<file path="src/rtl/mem_bus_pkg.sv">
`default_nettype none
// +----------------------------------------------------------------------+
// | mem_bus_pkg : shared types, constants and helpers for mem_bus_arbiter |
// | Rev 1.0                                                               |
// +----------------------------------------------------------------------+
package mem_bus_pkg;

  typedef enum logic [2:0] {
    ST_IDLE  = 3'd0,
    ST_REQ   = 3'd1,
    ST_ADDR  = 3'd2,
    ST_LOAD  = 3'd3,
    ST_STORE = 3'd4,
    ST_FIN   = 3'd5
  } state_e;

  localparam int unsigned BURST_LEN_DEF  = 8;
  localparam int unsigned BLK_OFFS_W_DEF = $clog2(BURST_LEN_DEF * 4);

  localparam logic PORT_I = 1'b0;
  localparam logic PORT_D = 1'b1;

  // Clears the byte offset within one burst-sized block.
  function automatic logic [63:0] blk_base(input logic [63:0] addr, input int unsigned offs_w);
    return addr & ~((64'd1 << offs_w) - 64'd1);
  endfunction

endpackage
`default_nettype wire

</file>
<file path="src/rtl/mem_rr_arb.sv">
`default_nettype none
// +----------------------------------------------------------------------+
// | mem_rr_arb : 2-way round-robin grant, pointer moves on completion     |
// | Rev 1.0                                                               |
// +----------------------------------------------------------------------+
module mem_rr_arb
  import mem_bus_pkg::*;
(
  input  logic clk,
  input  logic rst_n,
  input  logic i_req_i,
  input  logic i_req_d,
  input  logic i_done,
  input  logic i_done_port,
  output logic o_gnt_vld,
  output logic o_gnt_port
);

  logic r_last;

  always_ff @(posedge clk or negedge rst_n) begin
    if (!rst_n) begin
      r_last <= PORT_I;
    end else if (i_done) begin
      r_last <= i_done_port;
    end
  end

  // On a tie the port opposite the last served one wins.
  always_comb begin
    o_gnt_vld = i_req_i | i_req_d;
    if (i_req_i && i_req_d) begin
      o_gnt_port = ~r_last;
    end else begin
      o_gnt_port = i_req_d ? PORT_D : PORT_I;
    end
  end

endmodule
`default_nettype wire

</file>
<file path="src/rtl/mem_bus_arbiter.sv">
`default_nettype none
// +----------------------------------------------------------------------+
// | mem_bus_arbiter : shares one memory port between I-refill and D-cache |
// | Rev 1.0                                                               |
// +----------------------------------------------------------------------+
module mem_bus_arbiter
  import mem_bus_pkg::*;
#(
  parameter int unsigned BURST_LEN = BURST_LEN_DEF,
  parameter int unsigned ADDR_W    = 32,
  parameter int unsigned DATA_W    = 32,
  parameter int unsigned TIMEOUT   = 256
) (
  input  logic              clk,
  input  logic              rst_n,
  input  logic              i_i_req,
  input  logic [ADDR_W-1:0] i_i_addr,
  input  logic              i_d_req,
  input  logic              i_d_we,
  input  logic [ADDR_W-1:0] i_d_addr,
  input  logic [DATA_W-1:0] i_d_wdata,
  output logic [DATA_W-1:0] o_rdata,
  output logic [2:0]        o_ridx,
  output logic              o_i_rvalid,
  output logic              o_d_rvalid,
  output logic              o_i_done,
  output logic              o_d_done,
  output logic              o_err,
  output logic              o_m_valid,
  output logic              o_m_load,
  output logic              o_m_store,
  output logic [ADDR_W-1:0] o_m_addr,
  output logic              o_m_addr_vld,
  output logic [DATA_W-1:0] o_m_wdata,
  output logic              o_m_wdata_vld,
  input  logic              i_m_ready,
  input  logic [DATA_W-1:0] i_m_rdata,
  input  logic              i_m_beat_vld,
  input  logic [2:0]        i_m_beat_idx,
  input  logic              i_m_wack
);

  localparam int unsigned OFFS_W   = $clog2(BURST_LEN * 4);
  localparam int unsigned TMO_W    = $clog2(TIMEOUT + 1);
  localparam logic [2:0]  LAST_IDX = 3'(BURST_LEN - 1);

  state_e r_state, w_state_nxt;

  logic [TMO_W-1:0]  r_tmo;
  logic              r_port, r_we;
  logic [ADDR_W-1:0] r_addr;
  logic [DATA_W-1:0] r_wdata;
  logic [2:0]        r_exp;

  logic [DATA_W-1:0] r_rdata, r_m_wdata;
  logic [2:0]        r_ridx;
  logic [ADDR_W-1:0] r_m_addr;
  logic r_i_rvalid, r_d_rvalid, r_i_done, r_d_done, r_err;
  logic r_m_valid, r_m_load, r_m_store, r_m_addr_vld, r_m_wdata_vld;

  logic              w_port, w_we;
  logic [ADDR_W-1:0] w_addr, w_m_addr;
  logic [DATA_W-1:0] w_wdata, w_rdata, w_m_wdata;
  logic [2:0]        w_exp, w_ridx;
  logic w_i_rvalid, w_d_rvalid, w_i_done, w_d_done, w_err;
  logic w_m_valid, w_m_load, w_m_store, w_m_addr_vld, w_m_wdata_vld;

  logic              w_gnt_vld, w_gnt_port;
  logic              w_tmo_hit, w_beat_ok, w_good, w_fin_enter, w_abort;
  logic [ADDR_W-1:0] w_load_base, w_store_addr;

  mem_rr_arb u_arb (
    .clk         (clk),
    .rst_n       (rst_n),
    .i_req_i     (i_i_req),
    .i_req_d     (i_d_req),
    .i_done      (w_fin_enter),
    .i_done_port (r_port),
    .o_gnt_vld   (w_gnt_vld),
    .o_gnt_port  (w_gnt_port)
  );

  assign w_tmo_hit    = (r_tmo == TMO_W'(TIMEOUT));
  assign w_beat_ok    = (r_state == ST_LOAD) && i_m_beat_vld && (i_m_beat_idx == r_exp);
  assign w_good       = w_beat_ok || ((r_state == ST_STORE) && i_m_wack);
  assign w_fin_enter  = (w_state_nxt == ST_FIN) && (r_state != ST_FIN);
  assign w_abort      = w_fin_enter && !w_good;
  assign w_load_base  = ADDR_W'(blk_base(64'(r_addr), OFFS_W));
  assign w_store_addr = {r_addr[ADDR_W-1:2], 2'b00};

  always_ff @(posedge clk or negedge rst_n) begin
    if (!rst_n) begin
      r_state <= ST_IDLE;
    end else begin
      r_state <= w_state_nxt;
    end
  end

  always_comb begin
    w_state_nxt = r_state;
    unique case (r_state)
      ST_IDLE:  if (w_gnt_vld) w_state_nxt = ST_REQ;
      ST_REQ: begin
        if (i_m_ready)      w_state_nxt = ST_ADDR;
        else if (w_tmo_hit) w_state_nxt = ST_FIN;
      end
      ST_ADDR:  w_state_nxt = r_we ? ST_STORE : ST_LOAD;
      ST_LOAD: begin
        if (i_m_beat_vld) begin
          if (!w_beat_ok || (r_exp == LAST_IDX)) w_state_nxt = ST_FIN;
        end else if (w_tmo_hit) begin
          w_state_nxt = ST_FIN;
        end
      end
      ST_STORE: if (i_m_wack || w_tmo_hit) w_state_nxt = ST_FIN;
      ST_FIN:   if (!i_m_ready || w_tmo_hit) w_state_nxt = ST_IDLE;
      default:  w_state_nxt = ST_IDLE;
    endcase
  end

  always_comb begin
    w_port        = r_port;
    w_we          = r_we;
    w_addr        = r_addr;
    w_wdata       = r_wdata;
    w_exp         = r_exp;
    w_rdata       = r_rdata;
    w_ridx        = r_ridx;
    w_m_addr      = r_m_addr;
    w_m_wdata     = r_m_wdata;
    w_m_valid     = r_m_valid;
    w_m_load      = r_m_load;
    w_m_store     = r_m_store;
    w_m_addr_vld  = 1'b0;
    w_m_wdata_vld = 1'b0;
    w_i_rvalid    = 1'b0;
    w_d_rvalid    = 1'b0;
    w_i_done      = 1'b0;
    w_d_done      = 1'b0;
    w_err         = 1'b0;
    unique case (r_state)
      ST_IDLE: begin
        if (w_gnt_vld) begin
          w_port    = w_gnt_port;
          w_we      = (w_gnt_port == PORT_D) && i_d_we;
          w_addr    = (w_gnt_port == PORT_D) ? i_d_addr : i_i_addr;
          w_wdata   = i_d_wdata;
          w_exp     = 3'd0;
          w_m_valid = 1'b1;
          w_m_load  = !w_we;
          w_m_store = w_we;
        end
      end
      ST_REQ: begin
        if (w_state_nxt == ST_ADDR) begin
          w_m_addr     = r_we ? w_store_addr : w_load_base;
          w_m_addr_vld = 1'b1;
        end
      end
      ST_ADDR: begin
        if (r_we) begin
          w_m_wdata     = r_wdata;
          w_m_wdata_vld = 1'b1;
        end
      end
      ST_LOAD: begin
        if (w_beat_ok) begin
          w_rdata    = i_m_rdata;
          w_ridx     = i_m_beat_idx;
          w_i_rvalid = (r_port == PORT_I);
          w_d_rvalid = (r_port == PORT_D);
          w_exp      = r_exp + 3'd1;
        end
      end
      default: ;
    endcase
    if (w_fin_enter) begin
      w_m_valid = 1'b0;
      w_m_load  = 1'b0;
      w_m_store = 1'b0;
      w_i_done  = (r_port == PORT_I);
      w_d_done  = (r_port == PORT_D);
      w_err     = w_abort;
    end
  end

  always_ff @(posedge clk or negedge rst_n) begin
    if (!rst_n) begin
      r_port        <= PORT_I;
      r_we          <= 1'b0;
      r_addr        <= '0;
      r_wdata       <= '0;
      r_exp         <= 3'd0;
      r_rdata       <= '0;
      r_ridx        <= 3'd0;
      r_m_addr      <= '0;
      r_m_wdata     <= '0;
      r_m_valid     <= 1'b0;
      r_m_load      <= 1'b0;
      r_m_store     <= 1'b0;
      r_m_addr_vld  <= 1'b0;
      r_m_wdata_vld <= 1'b0;
      r_i_rvalid    <= 1'b0;
      r_d_rvalid    <= 1'b0;
      r_i_done      <= 1'b0;
      r_d_done      <= 1'b0;
      r_err         <= 1'b0;
    end else begin
      r_port        <= w_port;
      r_we          <= w_we;
      r_addr        <= w_addr;
      r_wdata       <= w_wdata;
      r_exp         <= w_exp;
      r_rdata       <= w_rdata;
      r_ridx        <= w_ridx;
      r_m_addr      <= w_m_addr;
      r_m_wdata     <= w_m_wdata;
      r_m_valid     <= w_m_valid;
      r_m_load      <= w_m_load;
      r_m_store     <= w_m_store;
      r_m_addr_vld  <= w_m_addr_vld;
      r_m_wdata_vld <= w_m_wdata_vld;
      r_i_rvalid    <= w_i_rvalid;
      r_d_rvalid    <= w_d_rvalid;
      r_i_done      <= w_i_done;
      r_d_done      <= w_d_done;
      r_err         <= w_err;
    end
  end

  // Restarts on every state change and every accepted beat.
  always_ff @(posedge clk or negedge rst_n) begin
    if (!rst_n) begin
      r_tmo <= '0;
    end else if ((r_state == ST_IDLE) || (w_state_nxt != r_state) || w_beat_ok) begin
      r_tmo <= '0;
    end else if (!w_tmo_hit) begin
      r_tmo <= r_tmo + TMO_W'(1);
    end
  end

  assign o_rdata       = r_rdata;
  assign o_ridx        = r_ridx;
  assign o_i_rvalid    = r_i_rvalid;
  assign o_d_rvalid    = r_d_rvalid;
  assign o_i_done      = r_i_done;
  assign o_d_done      = r_d_done;
  assign o_err         = r_err;
  assign o_m_valid     = r_m_valid;
  assign o_m_load      = r_m_load;
  assign o_m_store     = r_m_store;
  assign o_m_addr      = r_m_addr;
  assign o_m_addr_vld  = r_m_addr_vld;
  assign o_m_wdata     = r_m_wdata;
  assign o_m_wdata_vld = r_m_wdata_vld;

endmodule
`default_nettype wire

</file>
<file path="config.mk">
export PLATFORM = sky130hd
export DESIGN_NAME = mem_bus_arbiter
export DESIGN_NICKNAME = d
export VERILOG_FILES = /design/src/rtl/mem_bus_pkg.sv /design/src/rtl/mem_rr_arb.sv /design/src/rtl/mem_bus_arbiter.sv
export SDC_FILE = /design/constraint.sdc
export NUM_CORES = 1
export LEC_CHECK = 0
export ABC_AREA = 1
export BUFFER_PORTS_ARGS = -buffer_cell sky130_fd_sc_hd__buf_2
export CAP_MARGIN = 25
export CORE_MARGIN = 4
export CORE_UTILIZATION = 54
export DETAILED_ROUTE_END_ITERATION = 6
export GPL_ROUTABILITY_DRIVEN = 0
export PLACE_DENSITY = 0.88
export SYNTH_ARGS = -nofsm -noshare
export SYNTH_HDL_FRONTEND = slang
export SYNTH_SLANG_ARGS = --single-unit
</file>
<file path="constraint.sdc">
create_clock -name clk -period 4.66 [get_ports clk]
set_clock_uncertainty 0.1 [all_clocks]
set_input_delay 0.932 -clock clk [delete_from_list [all_inputs] [get_ports clk]]
set_output_delay 0.932 -clock clk [all_outputs]
set_load 0.01 [all_outputs]
</file>
==> Word-level counts from Yosys, hierarchy flattened <==
Cells that the tools add are included.
W data, S select, Z words.
{ "word_totals": {"reg_bits": 191, "input_bits": 139, "out_inout_bits": 109} }
{ "classes": {"add_sub_neg": 2, "eq_ne": 15, "n_mux": 38, "bitwise_logic": 3, "reduce_logical": 27} }
{ "ops": {"columns": ["operator", "n"], "rows": [
  ["$mux W32", 1],
  ["$mux W3", 10],
  ["$mux W1", 22],
  ["$mux W9", 2],
  ["$pmux W3 S6", 1],
  ["$eq A3 B3 Y1 const B", 4],
  ["$reduce_and A2 Y1", 5],
  ["$add A9 B1 Y9 const B", 1],
  ["$eq A3 B2 Y1 const B", 3],
  ["$eq A9 B9 Y1 const B", 1],
  ["$logic_and A1 B1 Y1", 7],
  ["$logic_or A1 B1 Y1", 6],
  ["$pmux W3 S2", 1],
  ["$reduce_bool A2 Y1", 3],
  ["$mux W5", 1],
  ["$logic_not A1 Y1", 4],
  ["$ne A2 B1 Y1 const B", 2],
  ["$add A3 B1 Y3 const B", 1],
  ["$eq A3 B1 Y1 const B", 1],
  ["$eq A3 B3 Y1", 1],
  ["$logic_not A3 Y1", 1],
  ["$ne A3 B3 Y1", 1],
  ["$ne A3 B3 Y1 const B", 1],
  ["$reduce_and A3 Y1", 1],
  ["other kinds (3)", 4]
]} }

==> Depth between registers and ports, before layout <==
{ "depth": {"ltp_word": 12, "depth_mapped": 13} }

==> Modules after synthesis <==
A second synthesis with hierarchy kept.
{ "hier_totals": {"cells_unflattened": 854, "area_unflattened_um2": 7664.9} }
{ "modules_own_cells": {"columns": ["mod", "n_inst", "cells_each", "area_each_um2"], "rows": [
  ["mem_bus_arbiter", 1, 846, 7609.8],
  ["mem_rr_arb", 1, 8, 55.1]
]} }

==> Worst setup path after synthesis <==
No wires, ideal clock.
{ "synth_timing": {"kind": "input -> register", "startpoint": "in i_d_req", "endpoint": "reg r_tmo[2]", "arrival_time_ns": 1.957, "required_ns": 4.479, "setup_slack_ns": 2.523, "cell_stages": 8, "path_buffers": 0, "path_cell_list": "or2_1 > nand2_2 > nand2_1 > nor3_2 > nand2_2 > nand2_1 > nand2_4 > nor3_2"} }
{ "synth_between": {"elab_chain_cells": 7} }
{ "synth_rtl": {"columns": ["element", "line_no", "text"], "rows": [
  ["from (decl)", "mem_bus_arbiter.sv:18", "input logic i_d_req,"],
  ["$or A1 B1 Y1 *", "mem_rr_arb.sv:31", "o_gnt_vld = i_req_i | i_req_d;"],
  ["$mux W3 *", "mem_bus_arbiter.sv:102", "ST_IDLE: if (w_gnt_vld) w_state_nxt = ST_REQ;"],
  ["$pmux W3 S6 *", "mem_bus_arbiter.sv:101", "unique case (r_state)"],
  ["named net w_state_nxt[0]", "mem_bus_arbiter.sv:47", "state_e r_state, w_state_nxt;"],
  ["$ne A3 B3 Y1 *", "mem_bus_arbiter.sv:235", "end else if ((r_state == ST_IDLE) || (w_state_nxt != r_state) || w_beat_ok) begin"],
  ["$logic_or A1 B1 Y1 * (2 in series)", "mem_bus_arbiter.sv:235", null],
  ["$ne A2 B1 Y1 (no source line) / $mux W9 (equally long branches)", null, null],
  ["to (signal assigned)", "mem_bus_arbiter.sv:238", "r_tmo <= r_tmo + TMO_W'(1);"],
  ["to (decl)", "mem_bus_arbiter.sv:49", "logic [TMO_W-1:0] r_tmo;"]
]} }
Mark *: on every way through the listed nets, which the timed path passes. The rest lies on a longest branch.
A chain may end at the register's enable or synchronous reset.

==> Worst setup path in the final report <==
{ "layout_timing": {"startpoint": "reg r_state[0]", "endpoint": "reg r_wdata[31]"} }
{ "layout_between": {"elab_chain_cells": 2} }
{ "layout_rtl": {"columns": ["element", "line_no", "text"], "rows": [
  ["from (decl)", "mem_bus_arbiter.sv:47", null],
  ["from (signal assigned)", "mem_bus_arbiter.sv:95", "r_state <= w_state_nxt;"],
  ["$logic_not A3 Y1", "mem_bus_arbiter.sv:141", "unique case (r_state)"],
  ["$reduce_and A2 Y1 (no source line)", null, null],
  ["to (signal assigned)", "mem_bus_arbiter.sv:212", "r_wdata <= w_wdata;"],
  ["to (decl)", "mem_bus_arbiter.sv:52", "logic [DATA_W-1:0] r_wdata;"]
]} }
Every way passes these cells.

==> run_results.csv <==
group,metric,value,unit
final_layout,finish.instance_area,0.00956,mm^2
logic_synthesis,post-synth-top-area-fraction,0.620,
setup_path,timing.critical_path.required,4.86,ns
setup_path,worstPathMaxFanout,73,
timing,min_setup_slack_post_route,2.25,ns
setup_path,worst-r2r-cell-count,5,
logic_synthesis,post_synth_main_area_contributors,"dfrtp_1, nand2_1, o21ai_0",
global_route,grt_first_pass_wirelength,29100,um
logic_synthesis,avg_synthesized_cell_area,8.92,um^2
pwr,leakage_power_total,5.35,nW
global_route,grt_use_total,0.226,
min_path,hold_path_depth,2,
floorplan,num_rows,42,
floorplan,chipHeight,126,um
logic_synthesis,synth.distinct_cells,27,
logic_synthesis,synth_area,0.00755,mm^2
setup_path,regToRegStartpoint,"r_state[0]",
logic_synthesis,synth.largest_area_cell,"dfrtp_1",
clocking,numCtsBuffers,17,
pwr,power.density_cell_area,648,mW/mm^2
min_path,worstHoldEndpoint,"o_m_wdata[14]",
timing,finalHoldViolations,0,
floorplan,initial_utilization,0.561,
final_layout,drive_gt1_frac,0.279,
route,post_drt_via_cell_ratio,4.95,
route,detailroute.via_count,6256,
clocking,cts_post_setup_buffers_inserted,0,
clocking,clk-insertion-delay-late,0.42,ns
clocking,cts_tree,"done",
min_path,hold_start,"o_m_wdata[14]",
timing,period_share,0.518,
pwr,vdd_drop_max,0.309,mV
placement,post_detailed_placement_cell_area,0.00889,mm^2
route,routed_wire_length_per_instance,14.1,um
setup_path,timing.reg2reg.setup_slack,2.25,ns
timing,worst_slew_pin_slew,1.04,ns
floorplan,floorplan.die.width,126,um
flow_run,maxCapViolations,0,
floorplan,design.core.area,0.0135,mm^2
global_route,antenna_found_initial,0,
logic_synthesis,ys_async_sr_fraction,1.00,
setup_path,critical_path.reg2reg.endpoint,"r_wdata[31]",
setup_path,cp_slowest_stage_delay,0.76,ns
setup_path,critPathKind,"reg -> reg",
logic_synthesis,synthCells,847,
run_status,outcome,"completed",
logic_synthesis,yosys.cell_count.top_type,"nand2_1",
final_layout,antennaDiodeCount,0,
logic_synthesis,synth_sequential_area_ratio,0.620,
global_route,first_global_vias,6099,
setup_path,crit_path_cell_trace,"nor3_1 > nand2_2 > inv_2 > buf_4 > o21ai_0",
route,drtAntennaViolNets,0,
global_route,grt_max_degree,96,
floorplan,io_pins,248,
clocking,clkTransAtPathRegs,0.07,ns
clocking,htree_levels,4,
clocking,tritoncts_num_sinks,187,
logic_synthesis,yosys.area_share.xor_xnor,0.00696,
setup_path,critPathLaunchType,"flip-flop",
setup_path,timing.critical_path.max_delay_family,"buffers and inverters",
min_path,min_path_type,"reg -> reg",
route,drt-initial-drc-count,459,
logic_synthesis,basic_gate_share_of_the_synthesized_area_counting_and_or_nand_and_nor_cells,0.239,
global_route,globalRoute.totalOverflow,0,
clocking,root_buffer,"clkbuf_16",
logic_synthesis,ys_top_cells_by_count,"nand2_1, dfrtp_1, o21ai_0",
timing,timing_max_transition_violations_final,0,
logic_synthesis,synth_seq_cells,187,
final_layout,area_added_between_synthesis_and_finish,26.6,%
timing,crit_path_time_final,2.41,ns
logic_synthesis,synth-compound-area-share,0.0759,
setup_path,slowest_stage,"inv_2",
logic_synthesis,synth_edf_count,0,
logic_synthesis,ys_dominant_reg_cell,"dfrtp_1",
logic_synthesis,synthAdderAreaFrac,0.00663,
placement,dpl.hpwl,12100,um
timing,tns,0,ns
floorplan,die_area,0.0159,mm^2
clocking,cts_hold_buf,0,
placement,detailedPlace.worstSlack,1.91,ns
timing,total_setup_violations_reported_at_the_end_of_the_flow,0,
placement,portBuffers,241,
setup_path,worstSetupEndpointType,"flip-flop",
timing,max_clock_freq,0.415,GHz
route,post-route-drc-count,0,
logic_synthesis,yosys_warnings,0,
clocking,postCtsResizedCells,0,
setup_path,worstPathArrival,2.61,ns
timing,grt_setup_unrepaired,"no",
logic_synthesis,synth_top_family_by_area,"simple AND/OR/NAND/NOR gates",
logic_synthesis,synth.mux.area_fraction,0,
final_layout,nNetsFinal,1219,
clocking,clock_path_buffers,2,
setup_path,critical_path.n_buffers_inverters,2,
route,total_routed_length,17900,um
route,dr.pass1.iters,5,
timing,timing.slew.headroom,0.308,
[cell families after synthesis]
group,Yosys count
AOI/OAI and AO/OA,104
xor gates and xnor gates,6
adders and majority gates,4
buffers and inverters,99
DFF,187
other,1
and+or+nand+nor,446
[registers in the layout, indices dropped and copies added (netlist names), 3 cells and up]
| register | cells |
|---|---|
| r_exp | 3 |
| r_tmo | 9 |
| r_state | 3 |
| r_wdata | 32 |
| r_addr | 30 |
| o_m_wdata | 32 |
| o_rdata | 32 |
| o_m_addr | 30 |
| o_ridx | 3 |
[cell usage in the layout (no fill, tap or decap), types with 4 or more instances in the layout]
| cell type | Yosys | routed |
|---|---|---|
| inv_2 | 3 | 4 |
| inv_1 | 55 | 55 |
| nor3_2 | 10 | 10 |
| clkbuf_16 | 0 | 17 |
| nand3_1 | 13 | 12 |
| bufinv_16 | 0 | 4 |
| o31ai_1 | 4 | 4 |
| ha_1 | 4 | 4 |
| nor3_1 | 4 | 4 |
| nand2_1 | 354 | 354 |
| buf_4 | 2 | 5 |
| buf_2 | 10 | 240 |
| o22ai_1 | 30 | 30 |
| nand2_2 | 4 | 4 |
| o21ai_0 | 68 | 68 |
| nor2_1 | 55 | 54 |
| dfrtp_1 | 187 | 187 |
[layout make-up]
cell class | count | area, um^2
clock buffer | 21 | 460
clock inverter | 11 | 166
fill | 1006 | 3890
inverter | 59 | 221
multi-input combinational | 562 | 2490
sequential | 187 | 4680
tap | 176 | 220
timing repair buffer | 249 | 1320
[worst max-delay path by stage]
stage | start | cells after the start | endpoint
after CTS | r_state[0] | 6 | r_wdata[16]
final | r_state[0] | 5 | r_wdata[31]
after global routing | r_state[0] | 6 | r_wdata[31]
after detailed placement | i_i_req | 8 | o_m_load
after global placement | i_d_req | 6 | r_wdata[31]
after floorplan | i_d_req | 8 | r_tmo[2]
[stage by stage]
step                      std cells  hold WS (ns)   util  power (mW)
after floorplan                 848         0.348      -        3.90
after global placement         1231         0.350  0.661        4.59
after detailed placement       1231         0.353  0.661        4.69
after CTS                      1263         0.370  0.707        6.23
after global routing           1265         0.389  0.711        6.63
final                          1265         0.368  0.711        6.20
[worst register-to-register path, cell delays in order, from the launching register on]
cell and delay, ns:
dfrtp_1 0.44, nor3_1 0.34, nand2_2 0.10, inv_2 0.76, buf_4 0.43, o21ai_0 0.12
[routing by layer]
metal	up-vias	share of wire	global-route usage	routed length, um
li1	3109	-	-	-
met1	2911	0.40	0.279	7080
met2	203	0.51	0.380	9100
met3	33	0.069	0.0614	1240
met4	0	0.024	0.0902	432
met5	-	0	0	0
[power by group]
group / switching (mW) / internal (mW) / leakage (nW)
combinational: 1.32 / 0.760 / 2.65
clock: 0.597 / 0.926 / 0.299
sequential: 0.317 / 2.28 / 2.39
Power figures use the tool's default switching activity.
